[config.mk]
export PLATFORM = sky130hd
export DESIGN_NAME = slave_rx_dbuf_flat
export DESIGN_NICKNAME = d
export VERILOG_FILES = /design/src/rtl/slave_rx_dbuf_pkg.sv /design/src/rtl/slave_rx_dbuf_if.sv /design/src/rtl/slave_rx_dbuf_rx_deser.sv /design/src/rtl/slave_rx_dbuf.sv /design/src/flat_wrapper.sv
export SDC_FILE = /design/constraint.sdc
export NUM_CORES = 1
export LEC_CHECK = 0
export ABC_CLOCK_PERIOD_IN_PS = 2300
export BUFFER_PORTS_ARGS = -buffer_cell sky130_fd_sc_hd__buf_2
export CAP_MARGIN = 30
export CORE_MARGIN = 1.5
export CORE_UTILIZATION = 40
export CTS_CLUSTER_DIAMETER = 40
export DETAILED_ROUTE_END_ITERATION = 10
export PLACE_DENSITY = 0.63
export SLEW_MARGIN = 25
export SYNTH_ARGS = -nofsm -noshare
export SYNTH_HDL_FRONTEND = slang
export SYNTH_SLANG_ARGS = --single-unit
export TNS_END_PERCENT = 30
[constraint.sdc]
create_clock -name clk -period 2.3 [get_ports clk]
set_input_delay 0.46 -clock clk [delete_from_list [all_inputs] [get_ports clk]]
set_output_delay 0.46 -clock clk [all_outputs]
set_load 0.05 [all_outputs]
[src/rtl/slave_rx_dbuf_pkg.sv]
// Shared types and constants for the serial RX double buffer.
// The frame width default is also used by the matching master.
package slave_rx_dbuf_pkg;

    localparam int DATA_W_DEF = 32;
    localparam int ADDR_W_DEF = 4;

    localparam int ADDR_BUF0 = 0;
    localparam int ADDR_BUF1 = 1;
    localparam int ADDR_STAT = 2;

    localparam int STAT_FULL0 = 0;
    localparam int STAT_FULL1 = 1;
    localparam int STAT_OVR   = 2;
    localparam int STAT_WPTR  = 3;

    typedef enum logic [1:0] {
        ST_IDLE = 2'd0,
        ST_DATA = 2'd1,
        ST_STOP = 2'd2
    } rx_state_e;

endpackage

[src/rtl/slave_rx_dbuf_if.sv]
// Serial line plus host read bus for the RX double buffer.
// The master side drives the line and read strobes.
interface slave_rx_dbuf_if
    import slave_rx_dbuf_pkg::*;
#(
    parameter int DATA_W = DATA_W_DEF,
    parameter int ADDR_W = ADDR_W_DEF
);
    logic              RXin;
    logic              read;
    logic [ADDR_W-1:0] addr;
    logic [DATA_W-1:0] dataOut;
    logic              RXBuff0;
    logic              RXBuff1;
    logic              frameErr;
    logic              overrun;

    modport master (
        output RXin, read, addr,
        input  dataOut, RXBuff0, RXBuff1,
        input  frameErr, overrun
    );

    modport slave (
        input  RXin, read, addr,
        output dataOut, RXBuff0, RXBuff1,
        output frameErr, overrun
    );
endinterface

[src/rtl/slave_rx_dbuf_rx_deser.sv]
// Line deserialiser: start bit, DATA_W bits MSB-first, stop bit.
// frame_valid/frame_err are asserted during the stop-bit cycle.
module slave_rx_dbuf_rx_deser
    import slave_rx_dbuf_pkg::*;
#(
    parameter int DATA_W = DATA_W_DEF
) (
    input  logic              clk,
    input  logic              rst_n,
    input  logic              rx_i,
    output logic              frame_valid_o,
    output logic              frame_err_o,
    output logic [DATA_W-1:0] frame_o
);
    localparam int CNT_W = $clog2(DATA_W);
    localparam logic [CNT_W-1:0] LAST = CNT_W'(DATA_W - 1);

    rx_state_e         state_q, state_d;
    logic [CNT_W-1:0]  bitcnt_q, bitcnt_d;
    logic [DATA_W-1:0] shift_q, shift_d;

    always_comb begin
        state_d       = state_q;
        bitcnt_d      = bitcnt_q;
        shift_d       = shift_q;
        frame_valid_o = 1'b0;
        frame_err_o   = 1'b0;
        unique case (state_q)
            ST_IDLE: begin
                if (!rx_i) begin
                    state_d  = ST_DATA;
                    bitcnt_d = '0;
                end
            end
            ST_DATA: begin
                shift_d = {shift_q[DATA_W-2:0], rx_i};
                if (bitcnt_q == LAST) begin
                    state_d = ST_STOP;
                end else begin
                    bitcnt_d = bitcnt_q + 1'b1;
                end
            end
            ST_STOP: begin
                // no resync hunt: a low stop bit just returns to IDLE
                state_d       = ST_IDLE;
                frame_valid_o = rx_i;
                frame_err_o   = !rx_i;
            end
            default: state_d = ST_IDLE;
        endcase
    end

    always_ff @(posedge clk or negedge rst_n) begin
        if (!rst_n) begin
            state_q  <= ST_IDLE;
            bitcnt_q <= '0;
            shift_q  <= '0;
        end else begin
            state_q  <= state_d;
            bitcnt_q <= bitcnt_d;
            shift_q  <= shift_d;
        end
    end

    assign frame_o = shift_q;
endmodule

[src/rtl/slave_rx_dbuf.sv]
// Serial RX with ping-pong frame buffers and a host read port.
// Reads clear the buffer/overrun flag on the same edge.
module slave_rx_dbuf
    import slave_rx_dbuf_pkg::*;
#(
    parameter int DATA_W = DATA_W_DEF,
    parameter int ADDR_W = ADDR_W_DEF
) (
    input logic           clk,
    input logic           rst_n,
    slave_rx_dbuf_if.slave bus
);
    logic              frame_valid;
    logic              frame_err;
    logic [DATA_W-1:0] frame;

    logic [DATA_W-1:0] bank_q [2];
    logic [DATA_W-1:0] bank_d [2];
    logic [1:0]        full_q, full_d;
    logic              wr_ptr_q, wr_ptr_d;
    logic              ovr_q, ovr_d;
    logic              ferr_q, ferr_d;
    logic [DATA_W-1:0] dout_q, dout_d;

    logic              sel0, sel1, sel_st;
    logic [1:0]        clr;
    logic              stat_rd;
    logic [DATA_W-1:0] stat;
    logic [DATA_W-1:0] rdata;

    slave_rx_dbuf_rx_deser #(
        .DATA_W (DATA_W)
    ) u_deser (
        .clk           (clk),
        .rst_n         (rst_n),
        .rx_i          (bus.RXin),
        .frame_valid_o (frame_valid),
        .frame_err_o   (frame_err),
        .frame_o       (frame)
    );

    always_comb begin
        sel0    = bus.addr == ADDR_W'(ADDR_BUF0);
        sel1    = bus.addr == ADDR_W'(ADDR_BUF1);
        sel_st  = bus.addr == ADDR_W'(ADDR_STAT);
        clr     = {bus.read && sel1, bus.read && sel0};
        stat_rd = bus.read && sel_st;

        stat             = '0;
        stat[STAT_FULL0] = full_q[0];
        stat[STAT_FULL1] = full_q[1];
        stat[STAT_OVR]   = ovr_q;
        stat[STAT_WPTR]  = wr_ptr_q;

        rdata = '0;
        unique case (1'b1)
            sel0:    rdata = bank_q[0];
            sel1:    rdata = bank_q[1];
            sel_st:  rdata = stat;
            default: rdata = '0;
        endcase
    end

    always_comb begin
        bank_d   = bank_q;
        wr_ptr_d = wr_ptr_q;
        full_d   = full_q & ~clr;
        ovr_d    = stat_rd ? 1'b0 : ovr_q;
        ferr_d   = frame_err;
        dout_d   = bus.read ? rdata : dout_q;
        // a same-edge read clear frees the slot for this commit
        if (frame_valid) begin
            if (full_d[wr_ptr_q]) begin
                ovr_d = 1'b1;
            end else begin
                bank_d[wr_ptr_q] = frame;
                full_d[wr_ptr_q] = 1'b1;
                wr_ptr_d         = ~wr_ptr_q;
            end
        end
    end

    always_ff @(posedge clk or negedge rst_n) begin
        if (!rst_n) begin
            bank_q   <= '{default: '0};
            full_q   <= '0;
            wr_ptr_q <= 1'b0;
            ovr_q    <= 1'b0;
            ferr_q   <= 1'b0;
            dout_q   <= '0;
        end else begin
            bank_q   <= bank_d;
            full_q   <= full_d;
            wr_ptr_q <= wr_ptr_d;
            ovr_q    <= ovr_d;
            ferr_q   <= ferr_d;
            dout_q   <= dout_d;
        end
    end

    assign bus.dataOut  = dout_q;
    assign bus.RXBuff0  = full_q[0];
    assign bus.RXBuff1  = full_q[1];
    assign bus.frameErr = ferr_q;
    assign bus.overrun  = ovr_q;
endmodule

[src/flat_wrapper.sv]
// flat-port wrapper written by rule: the top's interface ports become plain ports
module slave_rx_dbuf_flat import slave_rx_dbuf_pkg::*;
#(
    parameter int DATA_W = DATA_W_DEF,
    parameter int ADDR_W = ADDR_W_DEF
)
  (clk, rst_n, bus_RXin, bus_read, bus_addr, bus_dataOut, bus_RXBuff0, bus_RXBuff1, bus_frameErr, bus_overrun);
  slave_rx_dbuf_if #(.DATA_W(DATA_W), .ADDR_W(ADDR_W)) bus_i ();
  input logic clk;
  input logic rst_n;
  input wire logic [$bits(bus_i.RXin)-1:0] bus_RXin;
  input wire logic [$bits(bus_i.read)-1:0] bus_read;
  input wire logic [$bits(bus_i.addr)-1:0] bus_addr;
  output wire logic [$bits(bus_i.dataOut)-1:0] bus_dataOut;
  output wire logic [$bits(bus_i.RXBuff0)-1:0] bus_RXBuff0;
  output wire logic [$bits(bus_i.RXBuff1)-1:0] bus_RXBuff1;
  output wire logic [$bits(bus_i.frameErr)-1:0] bus_frameErr;
  output wire logic [$bits(bus_i.overrun)-1:0] bus_overrun;
  assign bus_i.RXin = bus_RXin;
  assign bus_i.read = bus_read;
  assign bus_i.addr = bus_addr;
  assign bus_dataOut = bus_i.dataOut;
  assign bus_RXBuff0 = bus_i.RXBuff0;
  assign bus_RXBuff1 = bus_i.RXBuff1;
  assign bus_frameErr = bus_i.frameErr;
  assign bus_overrun = bus_i.overrun;
  slave_rx_dbuf #(.DATA_W(DATA_W), .ADDR_W(ADDR_W)) u_core (.clk(clk), .rst_n(rst_n), .bus(bus_i));
endmodule
==> run metrics <==
status=complete, no violations; Post-CTS Hold Buffers=0; Final Hold Vio Count=0; syn nets=roughly 420; Ports=44; commonest cells in the synthesized netlist=dfrtp_1, mux2_2, inv_1; WS Path Type=reg2reg; post-synthesis mux area share=0.217; static leakage=3.31 nW; Num CTS Buffers=17; WL final=11000 um; Cell variety after synth=35; Synth warnings=0; Synth Area in Compound Gates=0.0955; WP data arrival=about 2300 ps; Die W=around 120 um; worst-margin pin slew=roughly 570 ps; dpl cell area=6200 um2; Avg Cell Area, Syn=roughly 14 um2; grt ovf=0; final antenna-violating net count=0; worst hold slack=approximately 14 ps; worst vdd ir=around 0.73 mV; Synth Cell Area=roughly 5800 um2; max-cap violation count=0; Async S/R FF share, synth=1.00; Hold Crit Class=in2async; drt pass-1 iters=4; Yosys top cell by area=dfrtp_1; Initial Utilization=0.413; P per Cell Area=slightly below 1000 nW/um2; largest family of logic cells by synthesized area=multiplexers; FF+latch count, synth=140; number of synthesized flops with an enable pin=0; Resized cells post-CTS=0; Tmin final=about 2000 ps; Core ar.=around 14000 um2; WL/cell=between 15 and 20 um; Clock Path Buffers=2; initial antenna violation count=0; Die ar.=between 15000 and 20000 um2; sequential share of the synthesized area=0.609; Final Cell Area=about 6800 um2; Area Overhead vs Synth=17.8%; Vias=~3300; clock root cell=clkbuf_16; TNS Setup=0 ps; simple-gate share of the synthesized area=0.0244; H-tree Lvls=4; num rows=43; vias per cell=a little over 5; unrepaired setup endpoints after global routing=false; CTS tree=built; CTS sink cnt=140; GP Congestion=about 0.75; CP Capture Type=register; dpl cells=between 600 and 700; first-pass GRT wire length=between 15000 and 20000 um; PortBufs=43; FF-to-FF setup slack=around 310 ps; layout cells sized above 1=0.350; Layout Skew=between 6 and 7 ps; DP HPWL=about 6600 um; crit-path max FO=6; path depth of the worst reg2reg path=6; Mapped Cells=between 400 and 500; area share of fa/ha/maj cells after synthesis=0.00435; Design Power=about 6.7 mW; Crit Reg-Reg Startpoint=u_core.u_deser.bitcnt_q[0]; count leader, synth=dfrtp_1; gr usage total=0.165; Worst Path Required=2630 ps; vias in the first global route=3617; Worst-Skew Late Latency=between 400 and 500 ps; # DRC=0; fin. max-slew vios=0; relative slew slack=0.623; Area contributors post-synth=dfrtp_1, mux2_2, mux2_4; worst reg2reg endpoint=u_core.u_deser.bitcnt_q[3]; Final nets=~470; Starting DRT DRC Count=160; fmax=between 500 and 600 MHz; Ant. Diodes=0; Fillers=1227; setup bufs post-CTS=0; post-synthesis xor/xnor area fraction=0; Die H=between 100 and 150 um; final setup fails=0; Post-Layout Cell Count=between 600 and 700; Startpoint Class=register; share of the synthesized area in the top cell type=0.609; Reg clk slew, reported paths=~60 ps; Synth Flop Type=dfrtp_1; largest net degree at the start of global routing=60; Final period util=0.864
state kept, by name, indices dropped and copies added (netlist names):
register,count
u_core.wr_ptr_q,1
u_core.u_deser.bitcnt_q,5
u_core.bus.dataOut,32
u_core.bus.overrun,1
u_core.u_deser.frame_o,32
u_core.full_q,2
u_core.u_deser.state_q,2
u_core.bus.frameErr,1
u_core.bank_q,64
worst max-delay path by stage:
stage	slack (ps)	depth (start not counted)	start	endpoint
detailed placement	260	6	bus_read	u_core.bank_q[62]
finish	310	6	u_core.u_deser.bitcnt_q[0]	u_core.u_deser.bitcnt_q[3]
floorplan	340	7	bus_read	u_core.bank_q[33]
global placement	300	6	bus_addr[3]	u_core.bank_q[49]
CTS	310	6	u_core.u_deser.bitcnt_q[0]	u_core.u_deser.bitcnt_q[3]
global route	210	6	u_core.u_deser.bitcnt_q[0]	u_core.u_deser.bitcnt_q[3]
cell usage in the layout (no fill, tap or decap), types with 2 or more instances in the layout:
master and n:
dfrtp_1 140, buf_2 42, mux2_2 41, inv_1 36, o22ai_1 33, a22oi_1 31, mux2_4 30, mux2_1 29
clkbuf_16 17, buf_4 10, o21ai_0 4, clkinv_2 4, nand2b_1 3, nor3_1 3, clkinvlp_4 3, buf_12 3
nor2b_1 2, nand2_1 2, and3_1 2, nand3_1 2, a21oi_1 2, a22o_1 2, ha_1 2, clkinv_4 2
bufinv_16 2, clkbuf_8 2
worst max-delay path, cell delays in order, from the launching register on:
cell and delay [ps]:
dfrtp_1 400, ha_1 220, and3_1 190, ha_1 210
a211o_1 370, or3_1 370, a21oi_1 160
routing by layer:
layer	wire (um)	vias up	GRT usage
met5	0	-	0
met4	107	0	0.0545
met3	347	7	0.0470
met2	5130	54	0.255
met1	5410	1723	0.226
li1	-	1553	-
metrics by stage:
step	setup WS (ps)	utilization
after floorplan	335	-
after global placement	302	0.445
after detailed placement	261	0.445
after CTS	311	0.486
after global routing	215	0.486
final	313	0.486
where the power goes:
group	switching, mW	total (mW)	internal [mW]
clock network	0.996	2.64	1.64
registers	0.336	3.19	2.85
logic	0.360	0.887	0.527
final cells by class:
| cell class | instances | area [um2] | share of cell area |
|---|---|---|---|
| timing repair buffer | 56 | 357 | 0.0526 |
| sequential | 140 | 3500 | 0.517 |
| clock inverter | 11 | 120 | 0.0177 |
| tap | 180 | 225 | 0.0332 |
| inverter | 36 | 135 | 0.0199 |
| clock buffer | 20 | 457 | 0.0674 |
| multi-input combinational | 205 | 1980 | 0.292 |
cells by family (layout without fill, tap and decap cells):
family	Yosys count	after routing
DFF	140	140
muxes	101	101
and+or+nand+nor	24	24
buffers and inverters	62	123
adders and majority gates	2	2
AOI/OAI and AO/OA	78	78
Power figures use the tool's default switching activity.
